`src/rtl/par_ser_pkg.sv`:
```
// Shared types and sizing helpers for the parallel-to-serial converter.
package par_ser_pkg;

  typedef enum logic [1:0] {
    IDLE   = 2'd0,
    SHIFT  = 2'd1,
    PARITY = 2'd2
  } state_e;

  function automatic int beats(input int par_sz, input int word_sz);
    return par_sz / word_sz;
  endfunction

  // Counter must be able to hold BEATS, hence the +1.
  function automatic int cnt_width(input int n_beats);
    return (n_beats < 1) ? 1 : $clog2(n_beats + 1);
  endfunction

endpackage

```
`src/rtl/par_serializer_if.sv`:
```
// Handshake and serial-beat bundle between producer, serializer and line side.
interface par_serializer_if #(
  parameter int PAR_SZ  = 8,
  parameter int WORD_SZ = 1
);
  logic [PAR_SZ-1:0]  par;
  logic               par_valid;
  logic               ready;
  logic               tick;
  logic [WORD_SZ-1:0] seq;
  logic               seq_valid;
  logic               seq_last;

  modport master (
    output par, par_valid, tick,
    input  ready, seq, seq_valid, seq_last
  );

  modport slave (
    input  par, par_valid, tick,
    output ready, seq, seq_valid, seq_last
  );
endinterface

```
`src/rtl/par_ser_shreg.sv`:
```
// Loadable shift register stepping WORD_SZ bits per shift; exposes the beat that
// will sit at the output end after this cycle's load/shift.
module par_ser_shreg #(
  parameter int PAR_SZ    = 8,
  parameter int WORD_SZ   = 1,
  parameter bit MSB_FIRST = 1'b0
) (
  input  logic               clk,
  input  logic               reset,
  input  logic               load,
  input  logic               shift,
  input  logic [PAR_SZ-1:0]  din,
  output logic [WORD_SZ-1:0] head_d
);

  logic [PAR_SZ-1:0] sr_q, sr_d;

  always_comb begin
    sr_d = sr_q;
    if (load) begin
      sr_d = din;
    end else if (shift) begin
      sr_d = MSB_FIRST ? (sr_q << WORD_SZ) : (sr_q >> WORD_SZ);
    end
  end

  // Looking at the next contents lets the top register seq in the same cycle.
  always_comb begin
    head_d = MSB_FIRST ? sr_d[PAR_SZ-1 -: WORD_SZ] : sr_d[WORD_SZ-1:0];
  end

  always_ff @(posedge clk or posedge reset) begin
    if (reset) begin
      sr_q <= '0;
    end else begin
      sr_q <= sr_d;
    end
  end

endmodule

```
`src/rtl/par_serializer.sv`:
```
// Parallel-to-serial converter with tick pacing and back-to-back framing.
// Optional trailing parity beat is built when SER_PARITY_EN is defined.
module par_serializer
  import par_ser_pkg::*;
#(
  parameter int                 PAR_SZ    = 8,
  parameter int                 WORD_SZ   = 1,
  parameter bit                 MSB_FIRST = 1'b0,
  parameter logic [WORD_SZ-1:0] IDLE_VAL  = '0,
  parameter int                 ODD_PAR   = 0
) (
  input logic             clk,
  input logic             reset,
  par_serializer_if.slave bus
);

  localparam int             BEATS    = beats(PAR_SZ, WORD_SZ);
  localparam int             CW       = cnt_width(BEATS);
  localparam logic [CW-1:0]  LAST_CNT = CW'(BEATS - 1);
`ifdef SER_PARITY_EN
  localparam bit             PAR_EN   = 1'b1;
`else
  localparam bit             PAR_EN   = 1'b0;
`endif

  if ((PAR_SZ % WORD_SZ) != 0 || WORD_SZ > PAR_SZ) begin : g_bad_width
    $error("par_serializer: PAR_SZ must be a non-zero multiple of WORD_SZ");
  end
  if (ODD_PAR != 0 && ODD_PAR != 1) begin : g_bad_odd
    $error("par_serializer: ODD_PAR must be 0 or 1");
  end

  state_e             state_q, state_d;
  logic [CW-1:0]      cnt_q, cnt_d;
  logic [WORD_SZ-1:0] seq_q, seq_d;
  logic               seq_valid_q, seq_valid_d;
  logic               seq_last_q, seq_last_d;
  logic               last_beat, frame_end, ready, load, shift;
  logic [WORD_SZ-1:0] head_d;

  // The final beat is the parity beat when it exists, else the last data beat.
`ifdef SER_PARITY_EN
  logic par_bit_q, par_bit_d;
  assign last_beat = (state_q == PARITY);
`else
  assign last_beat = (state_q == SHIFT) && (cnt_q == LAST_CNT);
`endif

  assign frame_end = last_beat && bus.tick;
  assign ready     = (state_q == IDLE) || frame_end;
  assign load      = bus.par_valid && ready;
  assign shift     = (state_q == SHIFT) && bus.tick && (cnt_q != LAST_CNT);

  par_ser_shreg #(
    .PAR_SZ    (PAR_SZ),
    .WORD_SZ   (WORD_SZ),
    .MSB_FIRST (MSB_FIRST)
  ) u_shreg (
    .clk    (clk),
    .reset  (reset),
    .load   (load),
    .shift  (shift),
    .din    (bus.par),
    .head_d (head_d)
  );

  always_comb begin
    // NOTE: every signal gets its hold value first so no branch can infer a latch.
    state_d     = state_q;
    cnt_d       = cnt_q;
    seq_d       = seq_q;
    seq_valid_d = seq_valid_q;
    seq_last_d  = seq_last_q;
    if (load) begin
      state_d     = SHIFT;
      cnt_d       = '0;
      seq_d       = head_d;
      seq_valid_d = 1'b1;
      seq_last_d  = (BEATS == 1) && !PAR_EN;
    end else if (frame_end) begin
      state_d     = IDLE;
      cnt_d       = '0;
      seq_d       = IDLE_VAL;
      seq_valid_d = 1'b0;
      seq_last_d  = 1'b0;
    end else if (shift) begin
      cnt_d      = cnt_q + 1'b1;
      seq_d      = head_d;
      seq_last_d = !PAR_EN && ((cnt_q + 1'b1) == LAST_CNT);
    end
`ifdef SER_PARITY_EN
    else if (state_q == SHIFT && bus.tick) begin
      state_d    = PARITY;
      seq_d      = WORD_SZ'(par_bit_q);
      seq_last_d = 1'b1;
    end
`endif
  end

`ifdef SER_PARITY_EN
  // Parity is taken from the word as captured, so later par changes cannot leak in.
  assign par_bit_d = load ? ((^bus.par) ^ (ODD_PAR != 0)) : par_bit_q;

  always_ff @(posedge clk or posedge reset) begin
    if (reset) begin
      par_bit_q <= 1'b0;
    end else begin
      par_bit_q <= par_bit_d;
    end
  end
`endif

  always_ff @(posedge clk or posedge reset) begin
    if (reset) begin
      state_q     <= IDLE;
      cnt_q       <= '0;
      seq_q       <= IDLE_VAL;
      seq_valid_q <= 1'b0;
      seq_last_q  <= 1'b0;
    end else begin
      // NOTE: non-blocking so every flop samples the pre-edge values together.
      state_q     <= state_d;
      cnt_q       <= cnt_d;
      seq_q       <= seq_d;
      seq_valid_q <= seq_valid_d;
      seq_last_q  <= seq_last_d;
    end
  end

  assign bus.ready     = ready;
  assign bus.seq       = seq_q;
  assign bus.seq_valid = seq_valid_q;
  assign bus.seq_last  = seq_last_q;

endmodule

```
`src/flat_wrapper.sv`:
```
// flat-port wrapper written by rule: the top's interface ports become plain ports
module par_serializer_flat import par_ser_pkg::*;
#(
  parameter int                 PAR_SZ    = 8,
  parameter int                 WORD_SZ   = 1,
  parameter bit                 MSB_FIRST = 1'b0,
  parameter logic [WORD_SZ-1:0] IDLE_VAL  = '0,
  parameter int                 ODD_PAR   = 0
)
  (clk, reset, bus_par, bus_par_valid, bus_tick, bus_ready, bus_seq, bus_seq_valid, bus_seq_last);
  par_serializer_if #(.PAR_SZ(PAR_SZ), .WORD_SZ(WORD_SZ)) bus_i ();
  input logic clk;
  input logic reset;
  input wire logic [$bits(bus_i.par)-1:0] bus_par;
  input wire logic [$bits(bus_i.par_valid)-1:0] bus_par_valid;
  input wire logic [$bits(bus_i.tick)-1:0] bus_tick;
  output wire logic [$bits(bus_i.ready)-1:0] bus_ready;
  output wire logic [$bits(bus_i.seq)-1:0] bus_seq;
  output wire logic [$bits(bus_i.seq_valid)-1:0] bus_seq_valid;
  output wire logic [$bits(bus_i.seq_last)-1:0] bus_seq_last;
  assign bus_i.par = bus_par;
  assign bus_i.par_valid = bus_par_valid;
  assign bus_i.tick = bus_tick;
  assign bus_ready = bus_i.ready;
  assign bus_seq = bus_i.seq;
  assign bus_seq_valid = bus_i.seq_valid;
  assign bus_seq_last = bus_i.seq_last;
  par_serializer #(.PAR_SZ(PAR_SZ), .WORD_SZ(WORD_SZ), .MSB_FIRST(MSB_FIRST), .IDLE_VAL(IDLE_VAL), .ODD_PAR(ODD_PAR)) u_core (.clk(clk), .reset(reset), .bus(bus_i));
endmodule
```
`config.mk`:
```
export PLATFORM = sky130hd
export DESIGN_NAME = par_serializer_flat
export DESIGN_NICKNAME = d
export VERILOG_FILES = /design/src/rtl/par_ser_pkg.sv /design/src/rtl/par_serializer_if.sv /design/src/rtl/par_ser_shreg.sv /design/src/rtl/par_serializer.sv /design/src/flat_wrapper.sv
export SDC_FILE = /design/constraint.sdc
export NUM_CORES = 1
export LEC_CHECK = 0
export ABC_AREA = 1
export CORE_MARGIN = 1
export CORE_UTILIZATION = 40
export DETAILED_ROUTE_END_ITERATION = 16
export PLACE_DENSITY_LB_ADDON = 0.05
export SLEW_MARGIN = 20
export SYNTH_ARGS = -nofsm -noshare
export SYNTH_HDL_FRONTEND = slang
export SYNTH_SLANG_ARGS = --single-unit
```
`constraint.sdc`:
```
create_clock -name clk -period 2.2 [get_ports clk]
set_input_delay 0.66 -clock clk [delete_from_list [all_inputs] [get_ports clk]]
set_output_delay 0.66 -clock clk [all_outputs]
set_load 0.02 [all_outputs]
```
==> results.tsv <==
metric	value	unit
clk buf depth	2	
CTS tree	yes	
worst path arrival time	1.49	ns
CTS clk-pin slew, worst paths	0.09	ns
design area	0.00102	mm²
vias in the first global route	662	
fmax	465	MHz
Cells after Synth	106	
Post-CTS Setup Bufs	0	
clk_lat worst skew	0.28	ns
Crit Path Class	input port to output port	
gr usage total	0.191	
Register Area	350	µm²
DRT iter0 DRCs	13	
Die W	47.2	µm
cts hold-fix bufs	0	
Syn Std Cell Area	816	µm²
largest net degree at the start of global routing	18	
layout cells sized above 1	0.120	
Tcrit/Tclk final	0.978	
DP HPWL	1230	µm
GRT Residual Overflow	0	
routability-driven placement congestion ratio	0.804	
Die H	47.2	µm
data required time of the critical path	1.54	ns
pwr/cell area	1120	mW/mm²
RSZ-0062 raised after global routing	false	
Area Growth Syn to Fin	25.0	%
initial antenna violation count	0	
IO Port Bufs	15	
Slew Limit Fails	0	
Initial DRT Pass Iterations	4	
Mapped Nets	120	
endpoints failing setup	0	
sequential fraction of design power	0.380	
FILL cells	188	
first-pass GRT wire length	2900	µm
Critical Path Start Type	input port	
non-filler cells in the finished layout	150	
Antenna Diode Count	0	
Clock Tree Root	clkbuf_4	
P_sw	0.455	mW
antenna viol nets, final	0	
worst ir drop on vdd	547	µV
nets	140	
post-route DRC violation count	0	
Num Clock Sinks	14	
Min-Delay Path Class	register to register	
leakage power	0.563	nW
Rel. slew slack	0.633	
Max H-tree Level	1	
Comb pwr share	0.457	
vias	746	
Netlist cell types	17	
ratio of routed vias to standard cells	4.97	
sequential element share of the synthesized area	0.429	
Finished Core Util	0.560	
synthesis warning total	0	
clock share of power	0.163	
Inst Count DP	146	
die area	0.00222	mm²
final wirelength	1660	µm
Tightest Pin Transition	0.550	ns
Starting Density	0.448	
core box area	0.00182	mm²
Pint	0.690	mW
Worst setup EP type	output port	
min Tclk post-route	2.15	ns
row cnt	15	
switch share	0.397	
Final Hold Viols	0	
Setup Skew	0.00534	ns
Total Neg Setup Slack	0	ns
cts bufs inserted	3	
Multi-input gate area	375	µm²
Boundary Pins	16	
Placement Cell Area	986	µm²
CP Max Fanout	2	
max cap viols	0	
wire per inst	11.1	µm
#FFs+latches synth	14	
status	complete, no violations	
syn_area_per_cell	7.70	µm²
-- critical path, cell delays in order --
cell and delay (ns):
clkdlybuf4s50_1 0.50, nand4_2 0.10, nand2_2 0.09, buf_4 0.14
-- Yosys cell counts --
library cell | number | area, µm²
nand2_1 | 34 | 128
nand3_1 | 26 | 130
dfrtp_1 | 14 | 350
inv_1 | 12 | 45.0
buf_6 | 3 | 33.8
nor2_1 | 3 | 11.3
ha_1 | 2 | 25.0
nand2_4 | 2 | 22.5
o21ai_0 | 2 | 10.0
a21oi_1 | 1 | 5.00
buf_4 | 1 | 7.51
inv_2 | 1 | 3.75
nand2_2 | 1 | 6.26
nand3_2 | 1 | 10.0
nand4_1 | 1 | 6.26
nand4_2 | 1 | 12.5
xnor2_1 | 1 | 8.76
-- metrics by stage --
stage / hold WS, ns / setup WS (ns) / total power [mW]
2_1_floorplan: 0.469 / 0.555 / 0.818
3_3_place_gp: 0.465 / -0.431 / 0.960
3_5_place_dp: 0.476 / -0.417 / 0.970
4_1_cts: 0.498 / 0.0222 / 1.15
5_1_grt: 0.549 / 0.0143 / 1.25
6_report: 0.493 / 0.0490 / 1.15
-- layout by cell type (no fill, tap or decap), drive strengths merged --
cell           synthesis  final
nand2                 37     37
nand3                 27     27
clkdlybuf4s50          0     14
dfrtp                 14     14
inv                   13     13
buf                    4      5
clkbuf                 0      4
nor2                   3      3
o21ai                  2      2
ha                     2      2
nand4                  2      2
xnor2                  1      1
a21oi                  1      1
-- sequential cells by signal, summed over array words and instances, names as in the netlist --
name                 count
u_core.u_shreg.sr_q      7
u_core.cnt_q             4
u_core.bus.seq           1
u_core.bus.seq_last      1
u_core.state_q           1
-- path summary, 6_finish.rpt --
kind	cells after the start	endpoint	start	slack (ns)
setup / recovery	4	bus_ready	bus_tick	0.05
min in group asynchronous	2	u_core.u_shreg.sr_q[1]$_DFFE_PP0P_	reset	0.71
max in group asynchronous	2	u_core.state_q[0]$_DFFE_PP0P_	reset	1.12
hold / removal	2	u_core.bus.seq_last$_DFFE_PP0P_	u_core.bus.seq_last$_DFFE_PP0P_	0.49
setup reg to reg	8	u_core.u_shreg.sr_q[4]$_DFFE_PP0P_	u_core.cnt_q[0]$_DFFE_PP0P_	0.71
hold reg to reg	2	u_core.bus.seq_last$_DFFE_PP0P_	u_core.bus.seq_last$_DFFE_PP0P_	0.49
-- cell families after synthesis --
family          synth area share
fa+ha+maj                 0.0307
flops                      0.429
xor+xnor                  0.0107
simple gates               0.400
buf+inv                    0.110
compound gates            0.0184
-- per-layer routing --
| layer | share of wire | vias up | global-route usage | wire length, µm |
|---|---|---|---|---|
| li1 | - | 376 | - | - |
| met1 | 0.45 | 353 | 0.229 | 741 |
| met2 | 0.51 | 15 | 0.331 | 844 |
| met3 | 0.040 | 2 | 0.0577 | 66 |
| met4 | 0.0060 | 0 | 0.0514 | 10 |
| met5 | 0 | - | 0 | 0 |
-- power by group through the flow --
stage	sequential (mW)	combinational (mW)	clock (mW)
finish	0.435	0.523	0.187
global route	0.449	0.598	0.205
CTS	0.435	0.524	0.195
detailed placement	0.440	0.530	0
global placement	0.435	0.526	0
floorplan	0.453	0.366	0
-- cell type report --
| type | count | share of cell area |
|---|---|---|
| Inverter | 13 | 0.0479 |
| Clock buffer | 4 | 0.0356 |
| Timing Repair Buffer | 19 | 0.174 |
| Multi-Input combinational cell | 75 | 0.368 |
| Tap cell | 25 | 0.0307 |
| Sequential cell | 14 | 0.344 |
-- timing repair --
item / 4_1_cts / 5_1_grt
setup endpoints to repair: 1 / 1
pin swaps: 0 / 0
hold endpoints to repair: 0 / 0
resized for setup: 4 / 1
gates cloned: 0 / 0
No activity file was read; power rests on OpenSTA's default activity.
